--- config.mk ---
export PLATFORM = sky130hd
export DESIGN_NAME = conv_window_addr_gen
export DESIGN_NICKNAME = d
export VERILOG_FILES = /design/src/rtl/conv_window_addr_gen.sv
export SDC_FILE = /design/constraint.sdc
export NUM_CORES = 2
export LEC_CHECK = 0
export BUFFER_PORTS_ARGS = -buffer_cell sky130_fd_sc_hd__buf_2
export CORE_ASPECT_RATIO = 0.9
export CORE_MARGIN = 2
export CORE_UTILIZATION = 55
export DETAILED_ROUTE_END_ITERATION = 10
export PLACE_DENSITY_LB_ADDON = 0.1
export SKIP_LAST_GASP = 1
export SYNTH_ARGS = -nofsm -noshare
export SYNTH_HDL_FRONTEND = slang
export SYNTH_SLANG_ARGS = --single-unit
export TNS_END_PERCENT = 5
--- constraint.sdc ---
create_clock -name clk -period 9.35 [get_ports clk]
set_input_delay 0.4675 -clock clk [delete_from_list [all_inputs] [get_ports clk]]
set_output_delay 0.4675 -clock clk [all_outputs]
set_load 0.01 [all_outputs]
--- src/rtl/conv_window_addr_gen.sv ---
// Convolution window address generator: walks the output map column, row, then plane
// and presents every tap address of one KHxKW window, with a pad mask, per transfer.
module conv_window_addr_gen #(
    parameter int ADDR_WIDTH    = 16,
    parameter int DATA_HEIGHT   = 35,
    parameter int DATA_WIDTH    = 35,
    parameter int DATA_DEPTH    = 1,
    parameter int KERNEL_HEIGHT = 5,
    parameter int KERNEL_WIDTH  = 5,
    parameter int STRIDE        = 1,
    parameter int PAD           = 0,
    parameter int PORT_NUM      = KERNEL_HEIGHT * KERNEL_WIDTH
) (
    input  logic                           clk,
    input  logic                           rst_n,
    input  logic                           start,
    input  logic                           abort,
    output logic                           out_valid,
    input  logic                           out_ready,
    output logic [PORT_NUM*ADDR_WIDTH-1:0] out_addr,
    output logic [PORT_NUM-1:0]            out_mask,
    output logic [7:0]                     out_depth,
    output logic [15:0]                    out_row,
    output logic [15:0]                    out_col,
    output logic                           out_last,
    output logic                           busy,
    output logic                           done
);

    // state  | meaning
    // S_IDLE | waiting for start, counters parked at 0, no window presented
    // S_RUN  | a window is presented every cycle until the last one transfers

    localparam int OH_NUM = DATA_HEIGHT + 2 * PAD - KERNEL_HEIGHT;
    localparam int OW_NUM = DATA_WIDTH + 2 * PAD - KERNEL_WIDTH;
    localparam int OH     = (OH_NUM >= 0) ? OH_NUM / STRIDE + 1 : 0;
    localparam int OW     = (OW_NUM >= 0) ? OW_NUM / STRIDE + 1 : 0;
    localparam int PLANE  = DATA_HEIGHT * DATA_WIDTH;

    localparam longint TOTAL_WORDS = longint'(DATA_DEPTH) * longint'(PLANE);
    localparam longint ADDR_SPACE  = longint'(1) << ADDR_WIDTH;

    generate
        if (OH < 1 || OW < 1) begin : g_bad_out_size
            $error("conv_window_addr_gen: output map is empty for this geometry");
        end
        if (TOTAL_WORDS > ADDR_SPACE) begin : g_bad_addr_width
            $error("conv_window_addr_gen: feature map does not fit in ADDR_WIDTH");
        end
        if (STRIDE < 1 || DATA_DEPTH < 1 || DATA_DEPTH > 256) begin : g_bad_param
            $error("conv_window_addr_gen: STRIDE or DATA_DEPTH out of range");
        end
        if (PAD < 0 || PAD > KERNEL_HEIGHT - 1) begin : g_bad_pad
            $error("conv_window_addr_gen: PAD out of range");
        end
        if (PORT_NUM != KERNEL_HEIGHT * KERNEL_WIDTH) begin : g_bad_port_num
            $error("conv_window_addr_gen: PORT_NUM must equal KERNEL_HEIGHT*KERNEL_WIDTH");
        end
    endgenerate

    typedef enum logic {
        S_IDLE = 1'b0,
        S_RUN  = 1'b1
    } state_t;

    state_t      state_q, state_d;
    logic [15:0] ox_q, ox_d;
    logic [15:0] oy_q, oy_d;
    logic [7:0]  d_q, d_d;
    logic        done_q, done_d;

    logic ox_wrap, oy_wrap, d_wrap, last_win, xfer;

    assign ox_wrap  = (ox_q == 16'(OW - 1));
    assign oy_wrap  = (oy_q == 16'(OH - 1));
    assign d_wrap   = (d_q == 8'(DATA_DEPTH - 1));
    assign last_win = ox_wrap && oy_wrap && d_wrap;
    assign xfer     = (state_q == S_RUN) && out_ready;

    always_ff @(posedge clk or negedge rst_n) begin
        if (!rst_n) begin
            state_q <= S_IDLE;
            ox_q    <= '0;
            oy_q    <= '0;
            d_q     <= '0;
            done_q  <= 1'b0;
        end else begin
            state_q <= state_d;
            ox_q    <= ox_d;
            oy_q    <= oy_d;
            d_q     <= d_d;
            done_q  <= done_d;
        end
    end

    always_comb begin
        state_d = state_q;
        ox_d    = ox_q;
        oy_d    = oy_q;
        d_d     = d_q;
        done_d  = 1'b0;
        if (abort) begin
            state_d = S_IDLE;
            ox_d    = '0;
            oy_d    = '0;
            d_d     = '0;
        end else begin
            case (state_q)
                S_IDLE: begin
                    if (start) begin
                        state_d = S_RUN;
                        ox_d    = '0;
                        oy_d    = '0;
                        d_d     = '0;
                    end
                end
                S_RUN: begin
                    if (xfer) begin
                        if (last_win) begin
                            state_d = S_IDLE;
                            ox_d    = '0;
                            oy_d    = '0;
                            d_d     = '0;
                            done_d  = 1'b1;
                        end else if (ox_wrap) begin
                            ox_d = '0;
                            if (oy_wrap) begin
                                oy_d = '0;
                                d_d  = d_q + 8'd1;
                            end else begin
                                oy_d = oy_q + 16'd1;
                            end
                        end else begin
                            ox_d = ox_q + 16'd1;
                        end
                    end
                end
                default: state_d = S_IDLE;
            endcase
        end
    end

    // Returns {in_bounds, address}; padding taps come back as all zeros.
    function automatic logic [ADDR_WIDTH:0] tap_geom(input logic [7:0]  d,
                                                     input logic [15:0] oy,
                                                     input logic [15:0] ox,
                                                     input int          t);
        logic signed [16:0] y_s;
        logic signed [16:0] x_s;
        int                 yi;
        int                 xi;
        int                 lin;
        y_s = 17'(int'(oy) * STRIDE - PAD + t / KERNEL_WIDTH);
        x_s = 17'(int'(ox) * STRIDE - PAD + t % KERNEL_WIDTH);
        yi  = int'(y_s);
        xi  = int'(x_s);
        if (yi >= 0 && yi < DATA_HEIGHT && xi >= 0 && xi < DATA_WIDTH) begin
            lin = int'(d) * PLANE + yi * DATA_WIDTH + xi;
            return {1'b1, ADDR_WIDTH'(lin)};
        end
        return '0;
    endfunction

    logic [PORT_NUM*ADDR_WIDTH-1:0] addr_v;
    logic [PORT_NUM-1:0]            mask_v;
    logic [ADDR_WIDTH:0]            geom;

    always_comb begin
        addr_v = '0;
        mask_v = '0;
        geom   = '0;
        if (state_q == S_RUN) begin
            for (int t = 0; t < PORT_NUM; t++) begin
                geom                                  = tap_geom(d_q, oy_q, ox_q, t);
                mask_v[t]                             = geom[ADDR_WIDTH];
                addr_v[t*ADDR_WIDTH +: ADDR_WIDTH]    = geom[ADDR_WIDTH-1:0];
            end
        end
    end

    assign out_valid = (state_q == S_RUN);
    assign busy      = (state_q == S_RUN);
    assign out_last  = (state_q == S_RUN) && last_win;
    assign out_addr  = addr_v;
    assign out_mask  = mask_v;
    assign out_depth = d_q;
    assign out_row   = oy_q;
    assign out_col   = ox_q;
    assign done      = done_q;

endmodule

# After elaboration in Yosys (flattened, before gate mapping)

Cells that the tools add are included.

$add $sub $neg: 41
$mul: 6
Order comparisons: 20
Equality and inequality tests: 6
Muxes and demuxes: 130
Bitwise operators: 1
Reduce and logical (&&, ||, !) cells: 63

Operator list:

| cell                                                                    | count |
|---|---|
| 17-bit two-way mux                                                      | 50 |
| 16-bit adder                                                            | 30 |
| 400-bit two-way mux                                                     | 1 |
| 16-bit two-way mux                                                      | 10 |
| 17-bit by 1-bit >= comparator with 1-bit output (second input constant) | 8 |
| 17-bit by 7-bit < comparator with 1-bit output (second input constant)  | 8 |
| 16-bit by 2-bit adder with 17-bit output (second input constant)        | 4 |
| 17-bit by 7-bit multiplier with 16-bit output (second input constant)   | 4 |
| 16-bit one-hot mux with 2 select lines                                  | 2 |
| 1-bit logical AND                                                       | 59 |
| 1-bit two-way mux                                                       | 58 |
| 8-bit two-way mux                                                       | 6 |
| 16-bit by 1-bit adder with 17-bit output (second input constant)        | 2 |
| 16-bit by 3-bit adder with 17-bit output (second input constant)        | 2 |
| 16-bit by 1-bit adder with 16-bit output (second input constant)        | 2 |
| 16-bit by 5-bit equality test with 1-bit output (second input constant) | 2 |
| 16-bit by 1-bit >= comparator with 1-bit output (second input constant) | 2 |
| 16-bit by 6-bit < comparator with 1-bit output (second input constant)  | 2 |
| 25-bit two-way mux                                                      | 1 |
| 16-bit by 6-bit multiplier with 16-bit output (second input constant)   | 1 |
| 8-bit by 11-bit multiplier with 16-bit output (second input constant)   | 1 |
| 8-bit one-hot mux with 2 select lines                                   | 1 |
| 8-bit by 1-bit adder with 8-bit output (second input constant)          | 1 |
| 8-bit zero test                                                         | 1 |
| other kinds (8)                                                         | 9 |

Flip-flop bits (word level): 42
Bits of input ports: 5
Output and inout bits: 469

# Logic depth before layout (Yosys ltp)

Word-level depth: 9
Depth in mapped cells: 29
Gate-level depth less buffers: 29

# Worst setup path after synthesis

Ideal clock, no wire load.

Path kind: register -> output
Start point: reg d_q[1], in the netlist out_depth[1]
End point: out out_addr[255]
Data arrival time: 7019 ps
Required time: 8883 ps
Path slack: 1863 ps
Cell stages (with the launch flop): 28
Path buffers: 0
Path through: dfrtp_1 > inv_1 > ha_1 > inv_1 > fa_1 > fa_1 > inv_1 > ha_1 > a31o_2 > a21o_1 > xor2_1 > ha_1 > fa_1 > inv_1 > fa_1 > inv_1 > ha_1 > and3_1 > a21oi_1 > nand3b_1 > xor2_1 > ha_1 > and3_1 > a2111oi_0 > a21oi_1 > xnor2_1 > xnor2_1 > nor2_1

Longest elaborated chain between the ends: 6

RTL lines:

| what                                          | line | text |
|---|---|---|
| start, declared                               | 69   | `logic [7:0] d_q, d_d;` |
| start signal, assigned                        | 85   | `d_q <= '0;` |
| start signal, assigned                        | 91   | `d_q <= d_d;` |
| 8-bit by 11-bit multiplier with 16-bit output | 158  | `lin = int'(d) * PLANE + yi * DATA_WIDTH + xi;` |
| 16-bit adder (2 in a row)                     | 158  |  |
| 17-bit two-way mux                            | 157  | `if (yi >= 0 && yi < DATA_HEIGHT && xi >= 0 && xi < DATA_WIDTH) begin` |
| 17-bit two-way mux                            | 161  | `return '0;` |
| 400-bit two-way mux                           | 172  | `if (state_q == S_RUN) begin` |
| end, declared                                 | 20   | `output logic [PORT_NUM*ADDR_WIDTH-1:0] out_addr,` |

No other way between the ends. The select of a mux whose other input is x is not followed.

# Worst setup path after layout

Same ends and word-level chain as after synthesis.

==> metrics.md <==
| Metric | Value |
|---|---|
| Setup_tns | `0 ns` |
| Top cell type's share of synthesized area | `26.2%` |
| TritonRoute pass-1 iters | `6` |
| Post-synth cell types | `87` |
| Gr usage total | `39.6%` |
| Critical Path End Type | `output port` |
| Syn. warnings | `0` |
| #FFs+latches synth | `42` |
| Via/cell ratio | `5.94` |
| Fmax | `0.112 GHz` |
| Setup violation total in the final timing report | `0` |
| Slowest CP cell | `a2111oi_0` |
| Period utilization | `95.1%` |
| Skew-Pair Late Insertion Delay | `0.31 ns` |
| FF-to-FF End | `out_depth[7]` |
| Top post-synthesis cells by count | `ha_1 (635), nor2_1 (593), inv_1 (518)` |
| Max-cap violations | `0` |
| CTS tree | `built` |
| RSZ-0062 raised after global routing | `false` |
| Clock Skew | `0.0157 ns` |
| Mapped cell area | `30400 um2` |
| CTS clk-pin slew, worst paths | `0.08 ns` |
| DR iter-0 viols | `2984` |
| Layout cells sized above 1 | `14.1%` |
| Crit Path Class | `register to output port` |
| Wire per inst | `22.2 um` |
| Row cnt | `81` |
| Rel. slew slack | `9.74%` |
| Top FF cell, synth | `dfrtp_1` |
| Routability cong. | `1.03` |
| Aggregate global routing overflow | `0` |
| Reg2Reg Launch Point | `out_col[6]` |
| IR Drop Worst-Case VDD | `85.9 uV` |
| Worst slew pin tran | `1.34 ns` |
| P&R area growth vs syn | `12.4%` |
| Largest net degree at the start of global routing | `43` |
| Core ar. | `54400 um2` |
| Vias in the first global route | `28700` |
| Clock Tree Root | `clkbuf_16` |
| Worst min path class | `input port to async pin` |
| Die area | `57100 um2` |
| Post-CTS setup buffer count | `0` |
| Ranking of synthesized cells by area | `ha_1 (26%), fa_1 (9.5%), xnor2_1 (8.7%)` |
| Power density cells | `59.3 nW/um2` |
| Die H | `227 um` |
| DRC viols | `0` |
| Dpl hpwl | `97800 um` |
| Clk buf depth | `2` |
| Setup slack, reg-to-reg | `5.54 ns` |
| Final core utilization | `62.7%` |
| Avg Inst Size Synth | `7.43 um2` |
| Met3 usage | `6.29%` |
| Hold_buf cts | `0` |
| Slew Limit Fails | `0` |
| H-Tree Depth | `2` |
| GR Util met2 | `63.2%` |
| IO Pins | `474` |
| ANT cells | `0` |
| Most common cell in the netlist | `ha_1` |
| Total length of routed wires | `117000 um` |
| Critical Path Source Type | `register` |
| Most used routing layer | `met2` |
| First-pass GRT wire length | `171000 um` |
| Gate count of the mapped netlist | `4090` |
| Met1 usage | `52.5%` |
| Die width | `252 um` |
| EDFF count, synth | `0` |
| Gates resized, CTS repair | `0` |
| Initial Utilization | `55.8%` |
| Ys async rst share | `100%` |
| CP peak stage delay | `0.74 ns` |
| Buffers on Ports | `473` |
| Status | `finished clean` |
| Endpoints failing hold | `0` |
| Critical path peak fanout | `11` |
| Cell taking the most area after synthesis | `ha_1` |
| Worst endpoint required time | `8.88 ns` |
| Sequential-to-total area share from yosys stat | `3.46%` |
| Antenna Nets Post-Route | `0` |
| Cts bufs inserted | `5` |
| Clk sinks | `42` |
| Final min period | `8.89 ns` |
| Initial antenna violation count | `1` |
| Overall power | `2.02 mW` |
| LEAKAGE | `19.4 nW` |
| WHS | `0.245 ns` |
| Critical path data arrival time | `8.43 ns` |
| Syn Nets | `4874` |
| Reg2reg path depth | `10` |
| Vias | `31400` |
| NumNets Final | `5367` |
where the power goes:
group | internal (mW) | total [mW] | switching (mW)
clock | 0.101 | 0.201 | 0.0999
combinational | 0.599 | 1.63 | 1.04
sequential | 0.183 | 0.188 | 0.00444
stage by stage:
stage	setup WS (ns)	cell area, um2	instances
floorplan	1.86	30400	4090
CTS	0.676	34100	5289
global placement	1.05	34000	5281
finish	0.455	34100	5289
detailed placement	1.02	34000	5281
global route	0.0545	34100	5289
per-layer routing:
metal  share of wire (%)  up-vias
li1                    -    15000
met1                  41    14600
met2                  43     1546
met3                 9.9      320
met4                 5.8        0
met5                   0        -
critical path, delay by kind of cell, from the launching register on:
| kind | cells | cell delay [ns] |
|---|---|---|
| fa+ha+maj | 9 | 3.64 |
| compound gates | 5 | 1.49 |
| xor+xnor | 4 | 1.35 |
| flops | 1 | 0.62 |
| simple gates | 4 | 0.55 |
| buf+inv | 6 | 0.45 |
state kept, by name (all words and copies together), names as in the netlist:
name,flops
done,1
out_depth,8
busy,1
out_row,16
out_col,16
worst max path at each step:
| stage | startpoint | end | slack, ns |
|---|---|---|---|
| after floorplan | out_depth[1] | out_addr[255] | 1.86 |
| after global placement | out_depth[1] | out_addr[239] | 1.05 |
| after detailed placement | out_depth[1] | out_addr[239] | 1.02 |
| after CTS | out_depth[1] | out_addr[239] | 0.68 |
| after global routing | out_depth[1] | out_addr[239] | 0.05 |
| final | out_depth[1] | out_addr[255] | 0.46 |
kinds of logic after synthesis:
| group | count (synthesis) | synth area share, % |
|---|---|---|
| AOI/OAI and AO/OA | 843 | 17.9 |
| xor gates and xnor gates | 516 | 15.5 |
| adders and majority gates | 779 | 35.7 |
| buffers and inverters | 604 | 7.67 |
| DFF | 42 | 3.46 |
| muxes | 3 | 0.0989 |
| and+or+nand+nor | 1303 | 19.7 |
area by class of cell:
cell class | count | area, um2
multi-input combinational | 3444 | 27000
inverter | 518 | 1940
sequential | 42 | 1050
clock buffer | 5 | 125
fill | 5246 | 20300
clock inverter | 3 | 25.0
tap | 705 | 882
timing repair buffer | 572 | 3110
cells in the final DEF (no fill, tap or decap), types with 29 or more instances in the layout:
| master | Yosys | final |
|---|---|---|
| a211oi_1 | 36 | 35 |
| a21o_1 | 99 | 99 |
| a21oi_1 | 239 | 239 |
| a31oi_1 | 31 | 31 |
| and3_1 | 35 | 35 |
| buf_2 | 33 | 473 |
| buf_4 | 1 | 99 |
| dfrtp_1 | 42 | 42 |
| fa_1 | 144 | 144 |
| ha_1 | 635 | 635 |
| inv_1 | 518 | 518 |
| nand2_1 | 216 | 216 |
| nand2b_1 | 45 | 45 |
| nand3_1 | 86 | 86 |
| nor2_1 | 593 | 593 |
| nor2b_1 | 48 | 48 |
| nor3_1 | 140 | 140 |
| o21a_1 | 37 | 37 |
| o21ai_0 | 173 | 173 |
| o21bai_1 | 52 | 52 |
| o31ai_1 | 31 | 31 |
| o41ai_1 | 29 | 29 |
| xnor2_1 | 303 | 303 |
| xor2_1 | 196 | 196 |
No activity file was read; power rests on OpenSTA's default activity.
